--- src/rtl/rr_arb2_pkg.sv ---
// Shared types and default sizes for the two-input round-robin stream arbiter.
package rr_arb2_pkg;

  typedef enum logic {
    SRC_A = 1'b0,
    SRC_B = 1'b1
  } src_e;

  localparam int WIDTH_DEF = 16;
  localparam int CNT_W_DEF = 8;

endpackage

--- src/rtl/mux2x1.sv ---
// Plain 2:1 word multiplexer; sel_i = 1 selects b_i.
module mux2x1 #(
  parameter int WIDTH = 16
) (
  input  logic [WIDTH-1:0] a_i,
  input  logic [WIDTH-1:0] b_i,
  input  logic             sel_i,
  output logic [WIDTH-1:0] y_o
);

  assign y_o = sel_i ? b_i : a_i;

endmodule

--- src/rtl/rr_arb2_stream.sv ---
// Two-input round-robin valid/ready arbiter feeding a one-entry registered output,
// with per-source saturating grant counters.
module rr_arb2_stream
  import rr_arb2_pkg::*;
#(
  parameter int WIDTH = WIDTH_DEF,
  parameter int CNT_W = CNT_W_DEF
) (
  input  logic             clk_i,
  input  logic             rst_ni,
  input  logic             a_valid_i,
  input  logic [WIDTH-1:0] a_data_i,
  output logic             a_ready_o,
  input  logic             b_valid_i,
  input  logic [WIDTH-1:0] b_data_i,
  output logic             b_ready_o,
  output logic             y_valid_o,
  output logic [WIDTH-1:0] y_data_o,
  output logic             y_src_o,
  input  logic             y_ready_i,
  output logic [CNT_W-1:0] a_cnt_o,
  output logic [CNT_W-1:0] b_cnt_o
);

  logic             y_valid_q, y_valid_d;
  logic [WIDTH-1:0] y_data_q,  y_data_d;
  src_e             y_src_q,   y_src_d;
  src_e             prio_q,    prio_d;
  logic [CNT_W-1:0] a_cnt_q,   a_cnt_d;
  logic [CNT_W-1:0] b_cnt_q,   b_cnt_d;

  logic             load_en;
  logic             grant_a;
  logic             grant_b;
  logic             xfer;
  logic [WIDTH-1:0] mux_y;

  function automatic logic [CNT_W-1:0] sat_inc(input logic [CNT_W-1:0] v);
    return (&v) ? v : v + CNT_W'(1);
  endfunction

  assign load_en = !y_valid_q | y_ready_i;
  assign grant_a = a_valid_i & (!b_valid_i | (prio_q == SRC_A));
  assign grant_b = b_valid_i & (!a_valid_i | (prio_q == SRC_B));
  assign xfer    = load_en & (grant_a | grant_b);

  // Gated by rst_ni so no handshake completes while the block is held in reset.
  assign a_ready_o = rst_ni & load_en & grant_a;
  assign b_ready_o = rst_ni & load_en & grant_b;

  mux2x1 #(.WIDTH(WIDTH)) u_mux (
    .a_i  (a_data_i),
    .b_i  (b_data_i),
    .sel_i(grant_b),
    .y_o  (mux_y)
  );

  always_comb begin
    y_valid_d = y_valid_q;
    y_data_d  = y_data_q;
    y_src_d   = y_src_q;
    prio_d    = prio_q;
    a_cnt_d   = a_cnt_q;
    b_cnt_d   = b_cnt_q;
    if (load_en) begin
      y_valid_d = grant_a | grant_b;
    end
    if (xfer) begin
      y_data_d = mux_y;
      y_src_d  = grant_b ? SRC_B : SRC_A;
      // Priority always moves to the loser, even when only one side asked.
      prio_d   = grant_b ? SRC_A : SRC_B;
      if (grant_a) a_cnt_d = sat_inc(a_cnt_q);
      else         b_cnt_d = sat_inc(b_cnt_q);
    end
  end

  always_ff @(posedge clk_i or negedge rst_ni) begin
    if (!rst_ni) begin
      y_valid_q <= 1'b0;
      y_data_q  <= '0;
      y_src_q   <= SRC_A;
      prio_q    <= SRC_A;
      a_cnt_q   <= '0;
      b_cnt_q   <= '0;
    end else begin
      y_valid_q <= y_valid_d;
      y_data_q  <= y_data_d;
      y_src_q   <= y_src_d;
      prio_q    <= prio_d;
      a_cnt_q   <= a_cnt_d;
      b_cnt_q   <= b_cnt_d;
    end
  end

  assign y_valid_o = y_valid_q;
  assign y_data_o  = y_data_q;
  assign y_src_o   = y_src_q;
  assign a_cnt_o   = a_cnt_q;
  assign b_cnt_o   = b_cnt_q;

endmodule

--- config.mk ---
export PLATFORM = sky130hd
export DESIGN_NAME = rr_arb2_stream
export DESIGN_NICKNAME = d
export VERILOG_FILES = /design/src/rtl/rr_arb2_pkg.sv /design/src/rtl/mux2x1.sv /design/src/rtl/rr_arb2_stream.sv
export SDC_FILE = /design/constraint.sdc
export NUM_CORES = 1
export LEC_CHECK = 0
export CELL_PAD_IN_SITES_DETAIL_PLACEMENT = 2
export CELL_PAD_IN_SITES_GLOBAL_PLACEMENT = 2
export CORE_UTILIZATION = 36
export CTS_CLUSTER_DIAMETER = 150
export DETAILED_ROUTE_END_ITERATION = 10
export DONT_BUFFER_PORTS = 1
export PLACE_DENSITY = 0.73
export SYNTH_ARGS = -nofsm -noshare
export SYNTH_HDL_FRONTEND = slang
export SYNTH_SLANG_ARGS = --single-unit
export TNS_END_PERCENT = 100
--- constraint.sdc ---
create_clock -name clk_i -period 1.7 [get_ports clk_i]
set_clock_uncertainty 0.05 [all_clocks]
set_input_delay 0.085 -clock clk_i [delete_from_list [all_inputs] [get_ports clk_i]]
set_output_delay 0.085 -clock clk_i [all_outputs]
set_load 0.005 [all_outputs]
==> qor.yml, run 1 <==
setup_path:
  critical_path_depth: 5
  crit_fanout: 3
  path_cells: "ha_1 -> nand3_1 -> and2b_1 -> nor2_1 -> mux2_2"
  path_class: "flip-flop to flip-flop"
  crit_arrival_ps: 1710
  ff2ff_path_depth: 5
  worstPathRequired_ps: 1810
  slowest_delay_ps: 380
  cp_top_family: "simple AND/OR/NAND/NOR gates"
  critPathCaptureType: "flip-flop"
  crit_slowest_cell: "dfrtp_1"
  path_buf_inv: 0
  startpoint_type: "flip-flop"
  rrSetupSlack_ps: 100
timing:
  max_freq_mhz: 624.3
  period_needed_ps: 1602
  final_max_slew_viol_count: 0
  rsz0062_at_grt: "no"
  period_share: 0.9423
  worst_slew_pin_slew_ps: 305.7
  fin_tns_setup_ps: 0
  final-hold-violation-count: 1
  relSlewSlack: 0.7962
  holdWs_ps: -8.069
  setup_viol: 0
global_routing:
  grt_start_max_net_pins: 36
  grt_pass1_vias: 1574
  grt.overflow.total: 0
  grt_pass1_wl_um: 7872
  grt_usage: 0.2079
  antenna_found_initial: 0
synth:
  synth-seq-cells: 35
  syn_inst: 156
  synth_area_leaders: "dfrtp_1, mux2i_1, nand2_1"
  synthFlopType: "dfrtp_1"
  syn_nets: 195
  netlist-cell-type-count: 38
  synth_area_per_cell_um2: 10.83
  yosys_warnings: 0
  async_flop_share: 1.000
  yosysSeqAreaShare: 0.5185
  synth_top_cell_area_share: 0.5185
  synth-edff-count: 0
  yosys.area.top_type: "dfrtp_1"
  syn-cell-area_um2: 1689
pwr:
  power.density_nw_per_um2: 1171
  p_leak_uw: 0.001001
  vdd_drop_max_v: 0.0005029
final_layout:
  drive_gt1_frac: 0.1392
  syn2layout_area_growth_pct: 28.82
  diodes: 0
  layout.nets: 234
  postLayoutCellArea_um2: 2176
clocking:
  h-tree-depth: 2
  clockRootBuffer: "clkbuf_8"
  insertion_delay_ps: 280
  clock-sinks: 35
  numCtsBuffers: 5
  cts_tree: "done"
  cts_resized: 0
  clock_path_buffers: 2
  cts.clk_slew.worst_paths_ps: 70
floorplanning:
  dieArea_um2: 4970
  fp.dieW_um: 70.50
  rows: 24
  core_um2: 4444
  start_util: 0.3801
  io_pins: 73
  die_h_um: 70.50
detailed_routing:
  drtIter0Drc: 30
  antenna_left: 0
  avgRoutedWirePerCell_um: 19.59
  totalWireLength_um: 4820
  drc: 4
  routed_via_density: 5.553
  dr.pass1.iters: 7
  dr_total_vias: 1366
run_status:
  status: "finished, violations left"
  violations: "design-rule violations, negative hold slack"
placement:
  place_congestion: 0.7428
  placed_cell_area_um2: 1793
  dpl.hpwl_um: 3064
  numPortBuffers: 0
min_path:
  hold_path_class: "input pin to flip-flop"
  holdPathStages: 2
flow_run:
  maxCapViolCount: 0
==> worst reg2reg max path, stage by stage, from the launching register on <==
cell and delay [ps]:
dfrtp_1 380, ha_1 240, nand3_1 100, and2b_1 200
nor2_1 170, mux2_2 360
==> placed cells by master (no fill, tap or decap), types with 3 or more instances in the layout <==
| cell type | netlist | final |
|---|---|---|
| a21oi_1 | 3 | 3 |
| buf_4 | 0 | 6 |
| clkbuf_8 | 0 | 5 |
| dfrtp_1 | 35 | 35 |
| dlygate4sd3_1 | 0 | 29 |
| mux2_2 | 3 | 3 |
| mux2i_1 | 17 | 17 |
| nand2_1 | 25 | 25 |
| nand3_1 | 4 | 4 |
| nand4_1 | 5 | 5 |
| nor2_1 | 4 | 4 |
| o21ai_0 | 15 | 15 |
| xnor2_1 | 5 | 5 |
| xor2_1 | 3 | 3 |
==> path summary, 6_finish.rpt <==
path | from | end
max reg2reg | b_cnt_o[0] | b_cnt_o[1]
max in group asynchronous | rst_ni | b_cnt_o[2]
min in group asynchronous | rst_ni | a_cnt_o[6]
min reg2reg | prio_q | prio_q
max | b_cnt_o[0] | b_cnt_o[1]
min | b_data_i[9] | y_data_o[9]
==> metrics by stage <==
stage,setup slack [ps],util,std cells,total power (µW),hold slack [ps]
floorplan,94.32,-,156,1663,-260.6
global placement,179.8,0.4034,210,1852,-259.9
detailed placement,101.0,0.4034,210,1940,-259.8
CTS,90.32,0.4896,246,2579,0.5893
global route,3.182,0.4896,246,2709,3.091
finish,98.14,0.4896,246,2548,-8.069
==> cells by family after synthesis <==
group                    count (synthesis)  share of synthesized area
AO/OA/AOI/OAI                           26                    0.08519
flip-flops                              35                     0.5185
buffers and inverters                    7                    0.02222
multiplexers                            21                     0.1296
adder cells (fa/ha/maj)                  2                    0.01481
XOR/XNOR                                 8                    0.04148
AND/OR/NAND/NOR                         57                     0.1882
==> synthesized netlist by cell type (3+ instances only) <==
| library cell | n |
|---|---|
| a21oi_1 | 3 |
| dfrtp_1 | 35 |
| mux2_2 | 3 |
| mux2i_1 | 17 |
| nand2_1 | 25 |
| nand3_1 | 4 |
| nand4_1 | 5 |
| nor2_1 | 4 |
| o21ai_0 | 15 |
| xnor2_1 | 5 |
| xor2_1 | 3 |
==> repair_timing <==
action | in CTS | in global routing
buffers inserted | 0 | 0
hold buffers | 30 | 0
hold endpoints to repair | 49 | 0
==> power breakdown <==
part,switching [µW],internal (µW),total (µW)
Combinational,339,342,681
Clock,279,273,553
Sequential,267,1050,1310
Total,886,1660,2550
==> registers in the layout (all words and copies together) (netlist names) <==
name and flops:
y_data_o 16, a_cnt_o 8, b_cnt_o 8, prio_q 1, y_valid_o 1, y_src_o 1
==> final cells by class <==
type	instances	area, µm²
clock buffers	6	72.57
fillers	454	2268
inverters	2	7.507
multi-input cells	114	779.5
flip-flops and latches	35	875.8
well taps	52	65.06
repair buffers	37	375.4
==> routing by layer <==
metal  vias to the layer above  wire (µm)  GRT usage
met2                        57       2562     0.3776
li1                        623          -          -
met3                        10        325    0.06638
met4                         0         87    0.08390
met1                       676       1845     0.2225
met5                         -          0          0
(Power assumes the default switching activity.)
==> run 2, diff against run 1 <==
CORE_UTILIZATION = 39   (was 36)
CTS_CLUSTER_SIZE = 10   (was default)
PLACE_DENSITY = 0.74   (was 0.73)
SYNTH_HIERARCHICAL = 1   (was default)
==> qor.yml, run 2 <==
setup_path:
  startpoint_type: "flip-flop"
  path_class: "flip-flop to flip-flop"
  ff2ff_path_depth: 5
  worstPathRequired_ps: 1830
  crit_arrival_ps: 1750
  critPathCaptureType: "flip-flop"
  rrSetupSlack_ps: 80
  crit_path_start: "prio_q"
  crit_fanout: 9
  r2r_start: "prio_q"
  r2r_end: "y_data_o[14]"
timing:
  relSlewSlack: 0.7524
  worst_slew_pin_slew_ps: 370.0
  final-hold-violation-count: 0
  max_freq_mhz: 615.8
  period_share: 0.9553
  fin_tns_setup_ps: 0
  final_max_slew_viol_count: 0
  rsz0062_at_grt: "no"
  period_needed_ps: 1624
  setup_viol: 0
clocking:
  h-tree-depth: 2
  clockRootBuffer: "clkbuf_8"
  numCtsBuffers: 5
  insertion_delay_ps: 280
  cts_setup_buffers: 0
  cts_tree: "done"
  clock-sinks: 35
  cts.clk_slew.worst_paths_ps: 70
  clock_path_buffers: 2
pwr:
  combPwrFrac: 0.303
  power.density_nw_per_um2: 1348
  p_clk_frac: 0.230
  p_int_uw: 1932
  seqPwrFrac: 0.468
  p_sw_uw: 1001
  finalPower_uw: 2933
  vdd_drop_max_v: 0.0004952
  p_sw_frac: 0.3413
  p_leak_uw: 0.0009775
placement:
  dpl.hpwl_um: 3153
  numPortBuffers: 0
  place_congestion: 0.7449
  placed_cell_area_um2: 1979
synth:
  yosys.area.top_type: "dfrtp_1"
  netlist-cell-type-count: 29
  synth-seq-cells: 35
  yosysSeqAreaShare: 0.4657
  syn-cell-area_um2: 1881
  yosys_warnings: 6
  synth_area_leaders: "dfrtp_1, mux2_4, mux2_2"
  syn_nets: 182
  synth_top_cell_area_share: 0.4657
  yosysMostFrequentCell: "dfrtp_1"
  yosys-top-cells-count: "dfrtp_1, mux2_4, mux2_2"
  synthFlopType: "dfrtp_1"
  synth_area_per_cell_um2: 13.15
  async_flop_share: 1.000
  synth-edff-count: 0
  syn_inst: 143
final_layout:
  layout.nets: 200
  most-common-layout-cells: "dfrtp_1, mux2_4, mux2_2"
  syn2layout_area_growth_pct: 15.70
  fillCellCount: 440
  final_common_cell: "dfrtp_1"
  largest_register_ff_count: 16
  postLayoutCellArea_um2: 2176
  drive_gt1_frac: 0.4136
  diodes: 0
run_status:
  status: "completed"
global_routing:
  antenna_found_initial: 0
  grt_start_max_net_pins: 36
  grt_pass1_vias: 1399
  grt_pass1_wl_um: 7162
  grt_usage: 0.1881
  grt.overflow.total: 0
floorplanning:
  io_pins: 73
  fp.dieW_um: 71.44
  start_util: 0.4175
  core_um2: 4504
  die_h_um: 71.44
  dieArea_um2: 5104
  rows: 24
detailed_routing:
  dr_total_vias: 1211
  dr.pass1.iters: 4
  drtIter0Drc: 41
  avgRoutedWirePerCell_um: 20.99
  routed_via_density: 5.659
  antenna_left: 0
  totalWireLength_um: 4491
  drc: 0
min_path:
  hold_path_class: "input pin to flip-flop"
  holdPathStages: 2
  hold_start: "b_data_i[11]"
  whs_endpoint: "y_data_o[11]"
flow_run:
  maxCapViolCount: 0
run 2: changes by cell type in the layout (fill, tap and decap cells not counted), moves of 3 or more:
cell           delta
mux2_4           +18
mux2_2           +14
o21ai_0          -14
inv_1             +4
mux2i_1          -15
nor3_1            +4
nor4_2            +3
nand2_1          -19
dlygate4sd3_1    -25
xor2_1            +3
run 2: how the worst max path moves through the flow:
| stage | end |
|---|---|
| finish | y_data_o[14] |
| global placement | y_data_o[2] |
| global route | a_cnt_o[5] |
| CTS | a_cnt_o[1] |
| floorplan | y_data_o[10] |
| detailed placement | a_cnt_o[1] |
run 2: routing by layer:
| layer | wire length, µm | vias up | global-route usage |
|---|---|---|---|
| met5 | 0 | - | 0 |
| met4 | 70 | 0 | 0.06444 |
| met3 | 260 | 9 | 0.05907 |
| met2 | 2351 | 47 | 0.3291 |
| met1 | 1809 | 609 | 0.2174 |
| li1 | - | 546 | - |
run 2: final cells by class:
class                   count  area [µm²]  share of cell area
clock buffers               8       100.1             0.04600
flip-flops and latches     35       875.8              0.4025
multi-input cells          97       927.1              0.4261
inverters                   6       22.52             0.01035
repair buffers             16       185.2             0.08511
well taps                  52       65.06             0.02990
run 2: cell families after synthesis:
group,synth area share
mux,0.2641
compound gates,0.02529
fa+ha+maj,0.01330
xor+xnor,0.04192
flops,0.4657
buf+inv,0.05123
simple gates,0.1384
run 2: per-stage QoR:
stage | worst slack (ps) | hold slack, ps | cells | utilization
floorplan | 28.83 | -260.6 | 143 | -
CTS | 16.06 | 11.04 | 212 | 0.4728
global route | 17.85 | 12.99 | 214 | 0.4831
detailed placement | 36.24 | -259.8 | 200 | 0.4394
global placement | 104.8 | -259.7 | 200 | 0.4394
finish | 75.96 | 19.25 | 214 | 0.4831
run 2: critical path: stages, from the launching register on:
cell,delay [ps]
dfrtp_1,400
nand2b_4,160
and2_4,180
clkbuf_16,170
mux2_4,300
mux2_4,260
run 2: power groups by stage:
| stage | clock, µW | combinational, µW | sequential (µW) |
|---|---|---|---|
| finish | 674 | 887 | 1370 |
| global route | 729 | 985 | 1410 |
| CTS | 692 | 881 | 1380 |
| detailed placement | 0 | 843 | 1390 |
| global placement | 0 | 788 | 1370 |
| floorplan | 0 | 546 | 1370 |
run 2: repair_timing:
action / in CTS / in global routing
resized for setup: 0 / 4
setup endpoints to repair: 0 / 9
hold endpoints to repair: 37 / 1
hold buffers: 4 / 1
